$ cat src/rtl/config.vh
// Shared encodings for the hazard controller state.
// Guarded so several files can pull it in.
`ifndef HC_CONFIG_VH
`define HC_CONFIG_VH

`define HC_ST_W     2
`define HC_ST_RUN   2'd0
`define HC_ST_FLUSH 2'd1
`define HC_ST_HALT  2'd2

`endif

$ cat src/rtl/hazard_ctrl_pkg.sv
// Hazard controller types: FSM states and pipeline control bundle.
// Encodings come from config.vh so software and RTL agree.
`include "config.vh"

package hazard_ctrl_pkg;

    typedef enum logic [`HC_ST_W-1:0] {
        ST_RUN   = `HC_ST_RUN,
        ST_FLUSH = `HC_ST_FLUSH,
        ST_HALT  = `HC_ST_HALT
    } hc_state_e;

    typedef struct packed {
        logic if_stall;
        logic id_stall;
        logic ex_stall;
        logic id_clr;
        logic ex_clr;
    } hc_ctrl_t;

    // Nothing moves, nothing cleared.
    localparam hc_ctrl_t CTRL_NONE   = hc_ctrl_t'(5'b00000);
    // Whole pipe frozen.
    localparam hc_ctrl_t CTRL_FREEZE = hc_ctrl_t'(5'b11100);
    // Wrong-path instructions in ID and ID/EX squashed.
    localparam hc_ctrl_t CTRL_FLUSH  = hc_ctrl_t'(5'b00011);
    // Front end held, one bubble into EX.
    localparam hc_ctrl_t CTRL_BUBBLE = hc_ctrl_t'(5'b11001);

    // Flush cycles still owed after the branch cycle itself.
    function automatic logic [2:0] flush_load(input int len);
        return 3'(len - 1);
    endfunction

endpackage

$ cat src/rtl/hazard_ctrl_sat_counter.sv
// Saturating up-counter with synchronous clear.
// Clear wins over increment in the same cycle.
module sat_counter #(
    parameter int W = 16
) (
    input  logic         clk,
    input  logic         aresetn,
    input  logic         inc,
    input  logic         clr,
    output logic [W-1:0] q
);

    // Count up, hold at all-ones, clear on request.
    always_ff @(posedge clk or negedge aresetn) begin
        if (!aresetn) begin
            q <= '0;
        end else if (clr) begin
            q <= '0;
        end else if (inc && (q != {W{1'b1}})) begin
            q <= q + 1'b1;
        end
    end

endmodule

$ cat src/rtl/hazard_ctrl.sv
// Pipeline hazard controller: stalls, flushes, halt and watchdog.
// Control outputs are Mealy; state and counters are registered.
`include "config.vh"

module hazard_ctrl
    import hazard_ctrl_pkg::*;
#(
    parameter int CNT_W     = 16,
    parameter int FLUSH_LEN = 1,
    parameter int MAX_STALL = 4
) (
    input  logic                clk,
    input  logic                aresetn,
    input  logic                i_mem_hazard,
    input  logic                i_branch_taken,
    input  logic                i_dmem_busy,
    input  logic                i_halt,
    input  logic                i_resume,
    input  logic                i_cnt_clr,
    output logic                o_if_stall,
    output logic                o_id_stall,
    output logic                o_ex_stall,
    output logic                o_id_clr,
    output logic                o_ex_clr,
    output logic [`HC_ST_W-1:0] o_state,
    output logic [CNT_W-1:0]    o_stall_cnt,
    output logic [CNT_W-1:0]    o_flush_cnt,
    output logic                o_watchdog
);

    localparam int RUN_W = $clog2(MAX_STALL + 1);
    localparam logic [RUN_W-1:0] RUN_MAX = RUN_W'(MAX_STALL);
    localparam hc_state_e BR_NEXT =
        (FLUSH_LEN > 1) ? ST_FLUSH : ST_RUN;

    hc_state_e        state_q;
    logic [2:0]       fcnt_q;
    logic [RUN_W-1:0] run_q;
    logic             wd_q;
    hc_ctrl_t         ctrl;
    logic             br_take;
    logic             lu_stall;
    logic             stall_inc;

    assign br_take  = (state_q == ST_RUN) && !i_dmem_busy
                      && i_branch_taken;
    assign lu_stall = (state_q == ST_RUN) && !i_dmem_busy
                      && !i_branch_taken && i_mem_hazard;

    // Decode control bundle from state and the prioritised inputs.
    always_comb begin
        ctrl = CTRL_NONE;
        unique case (state_q)
            ST_RUN: begin
                if (i_dmem_busy)         ctrl = CTRL_FREEZE;
                else if (i_branch_taken) ctrl = CTRL_FLUSH;
                else if (i_mem_hazard)   ctrl = CTRL_BUBBLE;
                else                     ctrl = CTRL_NONE;
            end
            ST_FLUSH: ctrl = i_dmem_busy ? CTRL_FREEZE : CTRL_FLUSH;
            ST_HALT:  ctrl = CTRL_FREEZE;
            default:  ctrl = CTRL_NONE;
        endcase
    end

    assign o_if_stall = ctrl.if_stall;
    assign o_id_stall = ctrl.id_stall;
    assign o_ex_stall = ctrl.ex_stall;
    assign o_id_clr   = ctrl.id_clr;
    assign o_ex_clr   = ctrl.ex_clr;
    assign o_state    = state_q;
    assign o_watchdog = wd_q;

    // FSM: RUN / FLUSH / HALT with the remaining-flush counter.
    always_ff @(posedge clk or negedge aresetn) begin
        if (!aresetn) begin
            state_q <= ST_RUN;
            fcnt_q  <= 3'd0;
        end else begin
            unique case (state_q)
                ST_RUN: begin
                    if (i_dmem_busy) begin
                        state_q <= ST_RUN;
                    end else if (i_branch_taken) begin
                        state_q <= BR_NEXT;
                        fcnt_q  <= flush_load(FLUSH_LEN);
                    end else if (i_mem_hazard) begin
                        state_q <= ST_RUN;
                    end else if (i_halt) begin
                        state_q <= ST_HALT;
                    end
                end
                ST_FLUSH: begin
                    if (!i_dmem_busy) begin
                        if (fcnt_q <= 3'd1) begin
                            fcnt_q  <= 3'd0;
                            state_q <= ST_RUN;
                        end else begin
                            fcnt_q <= fcnt_q - 3'd1;
                        end
                    end
                end
                ST_HALT: begin
                    if (i_resume) state_q <= ST_RUN;
                end
                default: begin
                    state_q <= ST_RUN;
                    fcnt_q  <= 3'd0;
                end
            endcase
        end
    end

    // Watchdog: run length of back-to-back load-use bubbles, sticky trip.
    always_ff @(posedge clk or negedge aresetn) begin
        if (!aresetn) begin
            run_q <= '0;
            wd_q  <= 1'b0;
        end else begin
            if (!lu_stall)          run_q <= '0;
            else if (run_q < RUN_MAX) run_q <= run_q + 1'b1;
            if (run_q == RUN_MAX) wd_q <= 1'b1;
        end
    end

    assign stall_inc = ctrl.if_stall && (state_q != ST_HALT);

    sat_counter #(.W(CNT_W)) u_stall_cnt (
        .clk     (clk),
        .aresetn (aresetn),
        .inc     (stall_inc),
        .clr     (i_cnt_clr),
        .q       (o_stall_cnt)
    );

    sat_counter #(.W(CNT_W)) u_flush_cnt (
        .clk     (clk),
        .aresetn (aresetn),
        .inc     (br_take),
        .clr     (i_cnt_clr),
        .q       (o_flush_cnt)
    );

endmodule
$ cat config.mk
export PLATFORM = sky130hd
export DESIGN_NAME = hazard_ctrl
export DESIGN_NICKNAME = d
export VERILOG_FILES = /design/src/rtl/hazard_ctrl_pkg.sv /design/src/rtl/hazard_ctrl_sat_counter.sv /design/src/rtl/hazard_ctrl.sv
export VERILOG_INCLUDE_DIRS = /design/src /design/src/rtl
export SDC_FILE = /design/constraint.sdc
export NUM_CORES = 1
export LEC_CHECK = 0
export BUFFER_PORTS_ARGS = -buffer_cell sky130_fd_sc_hd__buf_2
export CAP_MARGIN = 25
export CORE_MARGIN = 4
export CORE_UTILIZATION = 45
export DETAILED_ROUTE_END_ITERATION = 8
export PLACE_DENSITY_LB_ADDON = 0.3
export SYNTH_ARGS = -nofsm -noshare
export SYNTH_HDL_FRONTEND = slang
export SYNTH_SLANG_ARGS = --single-unit
$ cat constraint.sdc
create_clock -name clk -period 5.6 [get_ports clk]
set_clock_uncertainty 0.15 [all_clocks]
set_input_delay 0.56 -clock clk [delete_from_list [all_inputs] [get_ports clk]]
set_output_delay 0.56 -clock clk [all_outputs]
set_load 0.03 [all_outputs]
== Yosys cells after proc, flatten, opt, wreduce, memory -nomap -nowiden ==
Index checks and enable logic that the tools add are counted.

* Bits in registers: 41
* Bits in latches: 0
* Bits in writable memories: 0
* ROM bits: 0
* Input bits: 8
* Output and inout port bits: 40
* Word-level logic and storage cells: 64
* Memories: 0

* $add $sub $neg: 4
* $mul: 0
* Div/mod/pow operators: 0
* $lt $le $gt $ge: 2
* Eq/ne operators: 13
* Shift-type cells: 0
* Muxes and demuxes: 24
* Bitwise logic cells: 1
* Reduce and logical (&&, ||, !) cells: 14

{| class="wikitable"
|+ Operator list
! operator !! number
|-
| 16-bit two-way mux || 4
|-
| 16-bit by 1-bit adder with 16-bit output (second input constant) || 2
|-
| 16-bit != test (second input constant) || 2
|-
| 5-bit two-way mux || 4
|-
| 3-bit two-way mux || 6
|-
| 5-bit one-hot mux with 3 select lines || 1
|-
| 2-bit two-way mux || 7
|-
| 2-bit != test (second input constant) || 6
|-
| 3-bit one-hot mux with 3 select lines || 1
|-
| 4-bit AND reduction || 2
|-
| 1-bit logical AND || 7
|-
| 2-bit one-hot mux with 3 select lines || 1
|-
| 5-bit != test (second input constant) || 1
|-
| 2-bit nonzero test || 2
|-
| 3-bit by 1-bit adder with 3-bit output (second input constant) || 1
|-
| 3-bit equality test (second input constant) || 1
|-
| 3-bit by 1-bit less-or-equal comparator with 1-bit output (second input constant) || 1
|-
| 3-bit less-than comparator (second input constant) || 1
|-
| 3-bit by 1-bit subtractor with 3-bit output (second input constant) || 1
|-
| 2-bit by 1-bit equality test with 1-bit output (second input constant) || 1
|-
| 2-bit equality test (second input constant) || 1
|-
| 1-bit logical NOT || 2
|-
| 2-bit logical NOT || 1
|-
| 2-bit by 1-bit != test with 1-bit output (second input constant) || 1
|-
| 1-bit inverter || 1
|}

== Depth between registers and ports, before layout ==
Gate-level depths: netlist of the first run.

* Word-level depth: 8
* Depth in mapped cells: 6
* Gate-level depth less buffers: 5

== Hierarchy ==
From an unflattened synthesis of the first run, not the netlist that was laid out.

* Cell total of the unflattened synthesis: 228
* Area total of the unflattened synthesis: 2179.6 um2

{| class="wikitable"
|+ Modules (own cells, without submodules)
! module !! times used !! cells an instance !! area an instance (um2) !! seq. area each (um2)
|-
| sat_counter || 2 || 98 || 942.2 || 400.4
|-
| hazard_ctrl || 1 || 32 || 295.3 || 125.1
|}

== Worst setup path before layout of the first run ==
Ideal clock, no wire load.

* Kind: reg2reg
* From: register state_q[1], in the netlist o_state[1]
* To: register u_flush_cnt.q[11]
* Setup time: 0.078 ns
* Data arrival time: 2.308 ns
* Required time: 5.372 ns
* Slack: 3.064 ns
* Stages on the path, launching flop included: 7
* Path buffers: 2
* Period minus slack after synthesis: 2.536 ns
* Cells stage by stage: dfrtp_1 > or3b_1 > buf_2 > or4b_1 > clkbuf_2 > or4_1 > a21oi_1

* Word-level cells in the longest chain between the ends: 5

{| class="wikitable"
|+ Ends and longest elaborated chain
! what !! line !! source
|-
| from (decl) || hazard_ctrl.sv:36 || <nowiki>hc_state_e state_q;</nowiki>
|-
| from (signal assigned) || hazard_ctrl.sv:77 || <nowiki>state_q <= ST_RUN;</nowiki>
|-
| from (signal assigned) || hazard_ctrl.sv:83 || <nowiki>state_q <= ST_RUN;</nowiki>
|-
| from (signal assigned) || hazard_ctrl.sv:85 || <nowiki>state_q <= BR_NEXT;</nowiki>
|-
| 2-bit logical NOT || hazard_ctrl.sv:45 || <nowiki>assign br_take = (state_q == ST_RUN) && !i_dmem_busy</nowiki>
|-
| 1-bit logical AND || hazard_ctrl.sv:45 ||
|-
| 1-bit logical AND || hazard_ctrl.sv:46 || <nowiki>&& i_branch_taken;</nowiki>
|-
| 1-bit logical AND || hazard_ctrl_sat_counter.sv:19 || <nowiki>end else if (inc && (q != {W{1'b1}})) begin</nowiki>
|-
| 2-bit nonzero test (no source line) || n/a ||
|-
| to (signal assigned) || hazard_ctrl_sat_counter.sv:20 || <nowiki>q <= q + 1'b1;</nowiki>
|-
| to (decl) || hazard_ctrl_sat_counter.sv:10 || <nowiki>output logic [W-1:0] q</nowiki>
|}

Every way passes these cells.
A chain may end at the register's enable or synchronous reset.

== Worst setup path in the final report of the first run ==
* From: register state_q[1], in the netlist o_state[1]
* To: register u_flush_cnt.q[9]

The elaborated chain is that of the path after synthesis.

==> flow_summary.toml, run 1 <==
[place]
io_buffer_count = 46
gp_congestion = 0.7904
post-dp-hpwl_um = 3277
post-place-ws_ns = 2.829
post_dp_cell_area_mm2 = 0.002372

[die]
dieArea_mm2 = 0.005838
coreArea_mm2 = 0.004444
start_util = 0.4738
pin_count = 48
placementRows = 24
chipWidth_um = 76.41
die_h_um = 76.41

[setup_path]
crit_arrival_ns = 2.63
critical_path_class = "register to register"
cp_slowest_stage_delay_ns = 0.71
critPathCaptureType = "register"
slowest_stage = "or4b_1"
cp.required_ns = 5.66
start_kind = "register"
path_cells = "or3b_1 -> or4b_1 -> or4_1 -> a21oi_1"
cp_max_fo = 9

[route]
first_iter_violations = 128
vias = 1915
drc = 0
wl_per_cell_um = 14.32
antenna_left = 0
wl_met1_um = 2227
avgViaCountPerCell = 5.803
routed.top_layer = "met4"
met2_length_um = 2203
dr_wl_met3_um = 203
routed_wl_um = 4726
dr.pass1.iters = 4

[synthesis]
yosys.area.top_type = "dfrtp_1"
yosys-top-cells-area = "dfrtp_1 (44%), a21oi_1 (4.8%), mux2_2 (4.3%)"
synth-edff-count = 0
async_flop_share = 1.000
synth-main-ff-cell = "dfrtp_1"
synth_cell_types = 40
ys_seq_elements = 37
syn_area_mm2 = 0.002106
seq_area_frac_synth = 0.4397
yosys.area.top_type_share = 0.4397
synth-warning-count = 0
syn_area_per_cell_um2 = 9.116
netlist_instances = 231
syn_nets = 243

[grt]
grt_first_pass_wirelength_um = 8376
grt_max_degree = 39
antenna_found_initial = 0
grt_pass1_vias = 1806
gr-total-overflow = 0
track_usage = 0.1721

[finish]
n_fill_cell = 425
final_cell_area_mm2 = 0.002506
finish.utilization = 0.5639
insertedDiodeCount = 0
syn_to_final_growth_pct = 19.01
layout-drive-gt1-share = 0.2446
layout.nets = 289

[power_and_ir_drop]
leakagePower_nw = 1.127
vdd_drop_max_v = 0.0001699
comb_power_share = 0.079
seqPwrFrac = 0.459
p_per_area_mw_per_mm2 = 238.7
switchingPower_mw = 0.1385
internal-power_mw = 0.4598
switching_share = 0.2314
clockPowerShare = 0.462

[cts]
cts.path.max_buffers = 2
worstSkewPairLatency_ns = 0.29
cts_num_sinks = 37
cts_tree = "done"
cts_root_buffer = "clkbuf_8"
clk_pin_slew_ns = 0.08
postCtsSetupRepairBufs = 0
cts_hold_buf = 0
cts_buffers = 5
htreeDepth = 2
cts-resized-gates = 0

[sta]
period_share = 0.4593
setup_ws_ns = 3.028
rsz0062_at_grt = "no"
fin_tns_setup_ns = 0
slew-limit-headroom = 0.3273
setup_violations = 0
drv_slew = 0
worst_pin_slew_ns = 0.9999
final.min_clock_period_ns = 2.572
hold_viol = 0
max_freq_mhz = 388.8

[status]
status = "finished clean"

[run]
cap_violations = 0

[worst_hold_path]
hp-class = "input port to async pin"
==> cell usage in the layout (no fill, tap or decap), drive strengths merged, types with 10 or more instances in the layout <==
master	instances
nor2	18
a21oi	20
dfrtp	37
nand3	15
o31ai	10
nand2	12
or4	11
o21ai	11
nand4	11
buf	48
==> worst max-delay path: cells and delay by family (launching register included) <==
family / cells / cell delay [ns]
simple gates: 3 / 1.75
flops: 1 / 0.44
compound gates: 1 / 0.15
==> cells in the mapped netlist (all sizes together), types with 2 or more instances <==
cell type	instances
a21oi	20
mux2	8
ha	4
clkbuf	6
nor3b	3
nor2b	8
nand2	12
buf	3
mux2i	2
o31ai	10
nand3	15
inv	9
nor2	18
o21a	3
or4	11
or3	5
nand4	11
and4	3
dfrtp	37
nor3	6
or2	3
o21ai	11
nor4	9
==> cell type report <==
type	count	area, um^2	share of cell area
sequential	37	925.9	0.3694
clock inverter	3	65.06	0.02596
tap	52	65.06	0.02596
timing repair buffer	48	245.2	0.09785
multi-input combinational	176	1102	0.4398
clock buffer	5	68.82	0.02746
inverter	9	33.78	0.01348
==> power by group through the flow <==
stage	registers [mW]	logic [mW]	clock network, mW
6_report	0.274	0.0474	0.276
4_1_cts	0.274	0.0486	0.284
3_5_place_dp	0.280	0.0484	0
5_1_grt	0.275	0.0532	0.295
2_1_floorplan	0.285	0.0259	0
3_3_place_gp	0.280	0.0478	0
==> registers in the layout, indices dropped and copies added (netlist names) <==
signal / flops
o_state: 1
o_watchdog: 1
run_q: 3
u_flush_cnt.q: 16
u_stall_cnt.q: 16
==> final timing paths <==
| path | cells past startpoint | start | endpoint | slack, ns |
|---|---|---|---|---|
| max | 4 | o_state[1] | u_flush_cnt.q[9] | 3.03 |
| min reg2reg | 1 | o_watchdog | o_watchdog | 0.31 |
| min in group clk | 2 | i_resume | o_state[1] | 0.28 |
| min | 1 | aresetn | o_watchdog | 0.20 |
| max reg2reg | 4 | o_state[1] | u_flush_cnt.q[9] | 3.03 |
| max in group asynchronous | 1 | aresetn | u_flush_cnt.q[13] | 4.57 |
==> metrics by stage <==
stage / std cells / hold slack (ns) / total power [mW]
3_5_place_dp: 322 / 0.2932 / 0.3280
5_1_grt: 330 / 0.2761 / 0.6235
6_report: 330 / 0.2007 / 0.5982
4_1_cts: 330 / 0.2430 / 0.6067
3_3_place_gp: 322 / 0.2852 / 0.3274
2_1_floorplan: 231 / 0.1144 / 0.3110
==> cell families after synthesis <==
family,Yosys count,share of synthesized area
and+or+nand+nor,108,0.2876
other,1,0.001781
muxes,10,0.05229
buffers and inverters,18,0.03683
xor gates and xnor gates,1,0.004160
AOI/OAI and AO/OA,52,0.1539
adders and majority gates,4,0.02377
DFF,37,0.4397
==> per-layer routing <==
layer	track usage	up-vias
met4	0.08152	0
li1	-	965
met1	0.2282	905
met5	0	-
met3	0.03546	8
met2	0.2680	37
No activity file was read; power rests on OpenSTA's default activity.
==> run 2, diff against run 1 <==
==> constraint.sdc (replaced) <==
create_clock -name clk -period 2.3 [get_ports clk]
set_clock_uncertainty 0.15 [all_clocks]
set_input_delay 0.23 -clock clk [delete_from_list [all_inputs] [get_ports clk]]
set_output_delay 0.23 -clock clk [all_outputs]
set_load 0.03 [all_outputs]
==> flow_summary.toml, run 2 (synthesis results as in run 1) <==
[route]
avgViaCountPerCell = 5.901
drc = 0
first_iter_violations = 113
wl_per_cell_um = 14.81
dr.pass1.iters = 5
vias = 2036
routed_wl_um = 5108
antenna_left = 0

[sta]
worst_pin_slew_ns = 0.6766
final.min_clock_period_ns = 2.216
max_freq_mhz = 451.2
slew-limit-headroom = 0.5489
hold_viol = 0
period_share = 0.9635
setup_ws_ns = 0.08385
setup_violations = 0
fin_tns_setup_ns = 0
rsz0062_at_grt = "no"
drv_slew = 0

[setup_path]
path_cells = "or3b_1 -> or4b_4 -> or4_1 -> a21oi_1"
cp_max_fo = 5
start_kind = "register"
critical_path_class = "register to register"
slowest_stage = "or4b_4"
critPathCaptureType = "register"
crit_arrival_ns = 2.28
cp_slowest_stage_delay_ns = 0.57
cp.required_ns = 2.36

[run]
cap_violations = 0

[cts]
cts.path.max_buffers = 2
cts_tree = "done"
worstSkewPairLatency_ns = 0.29
clk_pin_slew_ns = 0.07
postCtsSetupRepairBufs = 0
cts_buffers = 5
cts_num_sinks = 37
htreeDepth = 2
cts_root_buffer = "clkbuf_8"

[power_and_ir_drop]
vdd_drop_max_v = 0.0002751
leakagePower_nw = 1.185
p_per_area_mw_per_mm2 = 478.6

[finish]
insertedDiodeCount = 0
reg_top3 = "u_flush_cnt.q: 16 flops, u_stall_cnt.q: 16 flops, run_q: 3 flops"
mostFrequentLayoutCell = "buf_2"
layout-drive-gt1-share = 0.2901
layout_common_cells = "buf_2 (46), dfrtp_1 (36), a21oi_1 (20), nor2_1 (18), buf_4 (16)"
syn_to_final_growth_pct = 23.77
layout.nets = 305

[status]
status = "finished clean"

[die]
pin_count = 48
coreArea_mm2 = 0.004444
start_util = 0.4738
die_h_um = 76.41
placementRows = 24
chipWidth_um = 76.41
dieArea_mm2 = 0.005838

[grt]
track_usage = 0.1846
grt_max_degree = 39
gr-total-overflow = 0
grt_pass1_vias = 2001
grt_first_pass_wirelength_um = 8997
antenna_found_initial = 0

[place]
gp_congestion = 0.8094
post-dp-hpwl_um = 3747
post-place-ws_ns = 0.03862
io_buffer_count = 46

[worst_hold_path]
hp-class = "input port to register"
run 2: cell count changes in the layout (fill, tap and decap cells not counted), sizes merged:
cell and change:
buf +14, bufinv -2, clkbuf +2, dlygate4sd3 +2, clkinv -1
run 2: where the power goes:
part | switching (mW) | leakage (nW) | total [mW] | internal [mW]
clock | 0.215 | 0.0443 | 0.453 | 0.238
combinational | 0.0897 | 0.629 | 0.128 | 0.0382
sequential | 0.00789 | 0.512 | 0.667 | 0.659
run 2: path summary, 6_finish.rpt:
check,start,end,slack (ns),cells after the start
setup / recovery,o_state[1],u_flush_cnt.q[11],0.08,4
hold / removal,i_halt,o_state[1],0.03,3
setup reg to reg,o_state[1],u_flush_cnt.q[11],0.08,4
hold reg to reg,o_watchdog,o_watchdog,0.31,1
max in group asynchronous,aresetn,u_flush_cnt.q[15],1.08,3
min in group asynchronous,aresetn,u_flush_cnt.q[3],0.31,2
run 2: routing by layer:
| layer | routed length (um) | vias up | part of all wire | GRT usage |
|---|---|---|---|---|
| met1 | 2293 | 992 | 0.45 | 0.2222 |
| li1 | - | 991 | - | - |
| met2 | 2529 | 45 | 0.50 | 0.3260 |
| met5 | 0 | - | 0 | 0 |
| met3 | 210 | 8 | 0.041 | 0.03191 |
| met4 | 75 | 0 | 0.015 | 0.07246 |
run 2: through the flow:
stage                     hold slack [ns]  cell area, um^2    util  cells  power, mW
after floorplan                   -0.2156             2122       -    231     0.7591
after global placement             0.1027             2479  0.5577    336     0.8046
after detailed placement           0.1055             2479  0.5577    336     0.8076
after CTS                         0.02819             2585  0.5816    345      1.271
after global routing              0.03949             2606  0.5864    345      1.317
final                             0.03475             2606  0.5864    345      1.247
run 2: critical path, delay by kind of cell, from the launching register on:
kind               cells  cell delay [ns]
DFF                    1             0.40
AOI/OAI and AO/OA      1             0.13
and+or+nand+nor        3             1.45
run 2: final cells by class:
class | count | area, um^2
fill | 401 | 1838
multi-input combinational | 176 | 1124
sequential | 37 | 927.1
timing repair buffer | 64 | 370.4
clock buffer | 7 | 86.33
tap | 52 | 65.06
inverter | 9 | 33.78
run 2: what timing repair did:
action,CTS,global route
hold buffers,2,0
endpoints found under the hold margin,24,0
endpoints found under the setup margin,0,5
resized for setup,0,4
==> run 3, diff against run 2 <==
--- a/config.mk
+++ b/config.mk
@@ -6,6 +6,7 @@
 export SDC_FILE = /design/constraint.sdc
 export NUM_CORES = 1
 export LEC_CHECK = 0
+export ABC_AREA = 1
 export BUFFER_PORTS_ARGS = -buffer_cell sky130_fd_sc_hd__buf_2
 export CAP_MARGIN = 25
 export CORE_MARGIN = 4
==> flow_summary.toml, run 3 <==
[synthesis]
yosys-top-cells-area = "dfrtp_1 (40%), nand2_1 (18%), nand4_1 (6.4%)"
synth_compound_area_frac = 0.04890
synth-main-ff-cell = "dfrtp_1"
synthXorXnorAreaFrac = 0.02633
synth_fa_ha_area_frac = 0.02149
synth.most_common_cell = "nand2_1"
synth_cell_types = 26
yosys.area.top_type = "dfrtp_1"
async_flop_share = 1.000
netlist_instances = 326
syn_nets = 338
synth-simple-area-share = 0.4245
yosys.area.top_type_share = 0.3976
synth-warning-count = 0
synth-edff-count = 0
ys_seq_elements = 37
synth_commonest_cells = "nand2_1 (112), dfrtp_1 (37), nor2_1 (33)"
syn_area_per_cell_um2 = 7.143
synth_mux_area_frac = 0
seq_area_frac_synth = 0.3976
synth_top_family_by_area = "simple AND/OR/NAND/NOR gates"
syn_area_mm2 = 0.002328

[finish]
layout.nets = 388
final_cell_area_mm2 = 0.002718
n_fill_cell = 470
syn_to_final_growth_pct = 16.71
multi_input_comb_area_mm2 = 0.001222
layout-drive-gt1-share = 0.2122
insertedDiodeCount = 0
mostFrequentLayoutCell = "nand2_1"
layout_common_cells = "nand2_1 (112), buf_2 (46), dfrtp_1 (37), nor2_1 (33)"
regArea_um2 = 925.9
reg_top3 = "u_flush_cnt.q: 16 flops, u_stall_cnt.q: 16 flops, run_q: 3 flops"

[status]
status = "finished clean"

[cts]
cts_buffers = 5
htreeDepth = 2
worstSkewPairLatency_ns = 0.29
cts.path.max_buffers = 2
cts_tree = "done"
cts_num_sinks = 37
clk_pin_slew_ns = 0.07
cts_root_buffer = "clkbuf_8"

[run]
cap_violations = 0

[grt]
grt_first_pass_wirelength_um = 9742
grt_pass1_vias = 2124
grt_max_degree = 38
track_usage = 0.1906
gr-total-overflow = 0
antenna_found_initial = 0

[power_and_ir_drop]
clockPowerShare = 0.354
comb_power_share = 0.116
leakagePower_nw = 1.450
seqPwrFrac = 0.530
total_power_mw = 1.259
internal-power_mw = 0.9060
switching_share = 0.2806
vdd_drop_max_v = 0.0003467
switchingPower_mw = 0.3534
p_per_area_mw_per_mm2 = 463.4

[place]
io_buffer_count = 46
post-dp-hpwl_um = 3966
post_dp_cell_area_mm2 = 0.002610
gp_congestion = 0.8396

[sta]
worst_pin_slew_ns = 0.8237
max_freq_mhz = 533.4
period_share = 0.8152
final.min_clock_period_ns = 1.875
drv_slew = 0
fin_tns_setup_ns = 0
setup_violations = 0
slew-limit-headroom = 0.4509
hold_viol = 0
rsz0062_at_grt = "no"

[route]
routed_wl_um = 5486
antenna_left = 0
dr.pass1.iters = 4
avgViaCountPerCell = 5.005
wl_per_cell_um = 12.36
drc = 0
vias = 2222
first_iter_violations = 124

[worst_hold_path]
hp-class = "input port to register"

[setup_path]
regToRegSetupSlack_ns = 0.43
critPathCaptureType = "register"
crit_arrival_ns = 1.90
start_kind = "register"
cp.required_ns = 2.32
cp_max_fo = 14
critical_path_class = "register to register"

[die]
placementRows = 25
coreArea_mm2 = 0.004880
dieArea_mm2 = 0.006390
chipWidth_um = 79.94
die_h_um = 79.94
pin_count = 48
start_util = 0.4772
[run 3: power by group through the flow]
stage	clock network (mW)	registers [mW]	logic [mW]
final	0.446	0.668	0.146
after CTS	0.465	0.668	0.148
after global routing	0.495	0.669	0.165
after floorplan	0	0.695	0.0829
after global placement	0	0.680	0.143
after detailed placement	0	0.680	0.145
[run 3: area by class of cell]
type	instances	area share
Timing Repair Buffer	52	0.1031
Clock inverter	2	0.003683
Inverter	32	0.04512
Clock buffer	6	0.02670
Sequential cell	37	0.3407
Multi-Input combinational cell	248	0.4498
Tap cell	67	0.03085
[run 3: cells by family (layout without fill, tap and decap cells)]
family / after synthesis / in the layout
other: 1 / 1
buffers and inverters: 41 / 92
xor gates and xnor gates: 7 / 7
and+or+nand+nor: 217 / 217
adders and majority gates: 4 / 4
DFF: 37 / 37
AOI/OAI and AO/OA: 19 / 19
[run 3: path summary, 6_finish.rpt]
| check | start | to | depth (start not counted) |
|---|---|---|---|
| max in group asynchronous | aresetn | u_flush_cnt.q[1] | 2 |
| worst min register to register | o_watchdog | o_watchdog | 1 |
| worst max register to register | u_stall_cnt.q[0] | u_stall_cnt.q[3] | 9 |
| worst min-delay path | i_halt | o_state[1] | 3 |
| worst max-delay path | u_stall_cnt.q[0] | u_stall_cnt.q[3] | 9 |
| min in group asynchronous | aresetn | run_q[2] | 2 |
[run 3: timing repair]
action / in CTS / in global routing
buffers inserted: 0 / 0
hold endpoints to repair: 38 / 0
resized for setup: 0 / 1
hold buffers: 2 / 0
setup endpoints to repair: 0 / 12
[run 3: routing by layer]
| metal | wire length (um) | GRT usage | vias to the layer above |
|---|---|---|---|
| met5 | 0 | 0 | - |
| met4 | 64 | 0.05405 | 0 |
| met3 | 362 | 0.03950 | 9 |
| met2 | 2604 | 0.3204 | 66 |
| met1 | 2453 | 0.2465 | 1002 |
| li1 | - | - | 1145 |
[run 3: critical path: stages, from the launching register on]
cell	delay (ns)
dfrtp_1	0.42
ha_1	0.24
nand3_1	0.15
inv_2	0.07
nand2_2	0.11
nor2_4	0.06
nor2_4	0.29
nor2_4	0.14
nand2_1	0.08
nand2_1	0.05
[run 3: metrics by stage]
stage               instances  hold slack (ns)  utilization  worst slack [ns]
floorplan                 326          -0.2156            -            0.1699
global placement          434           0.2259       0.5349            0.2936
detailed placement        434           0.2339       0.5349            0.2315
CTS                       444          0.04893       0.5559            0.2032
global route              444          0.07367       0.5569            0.1930
finish                    444          0.04774       0.5569            0.4251
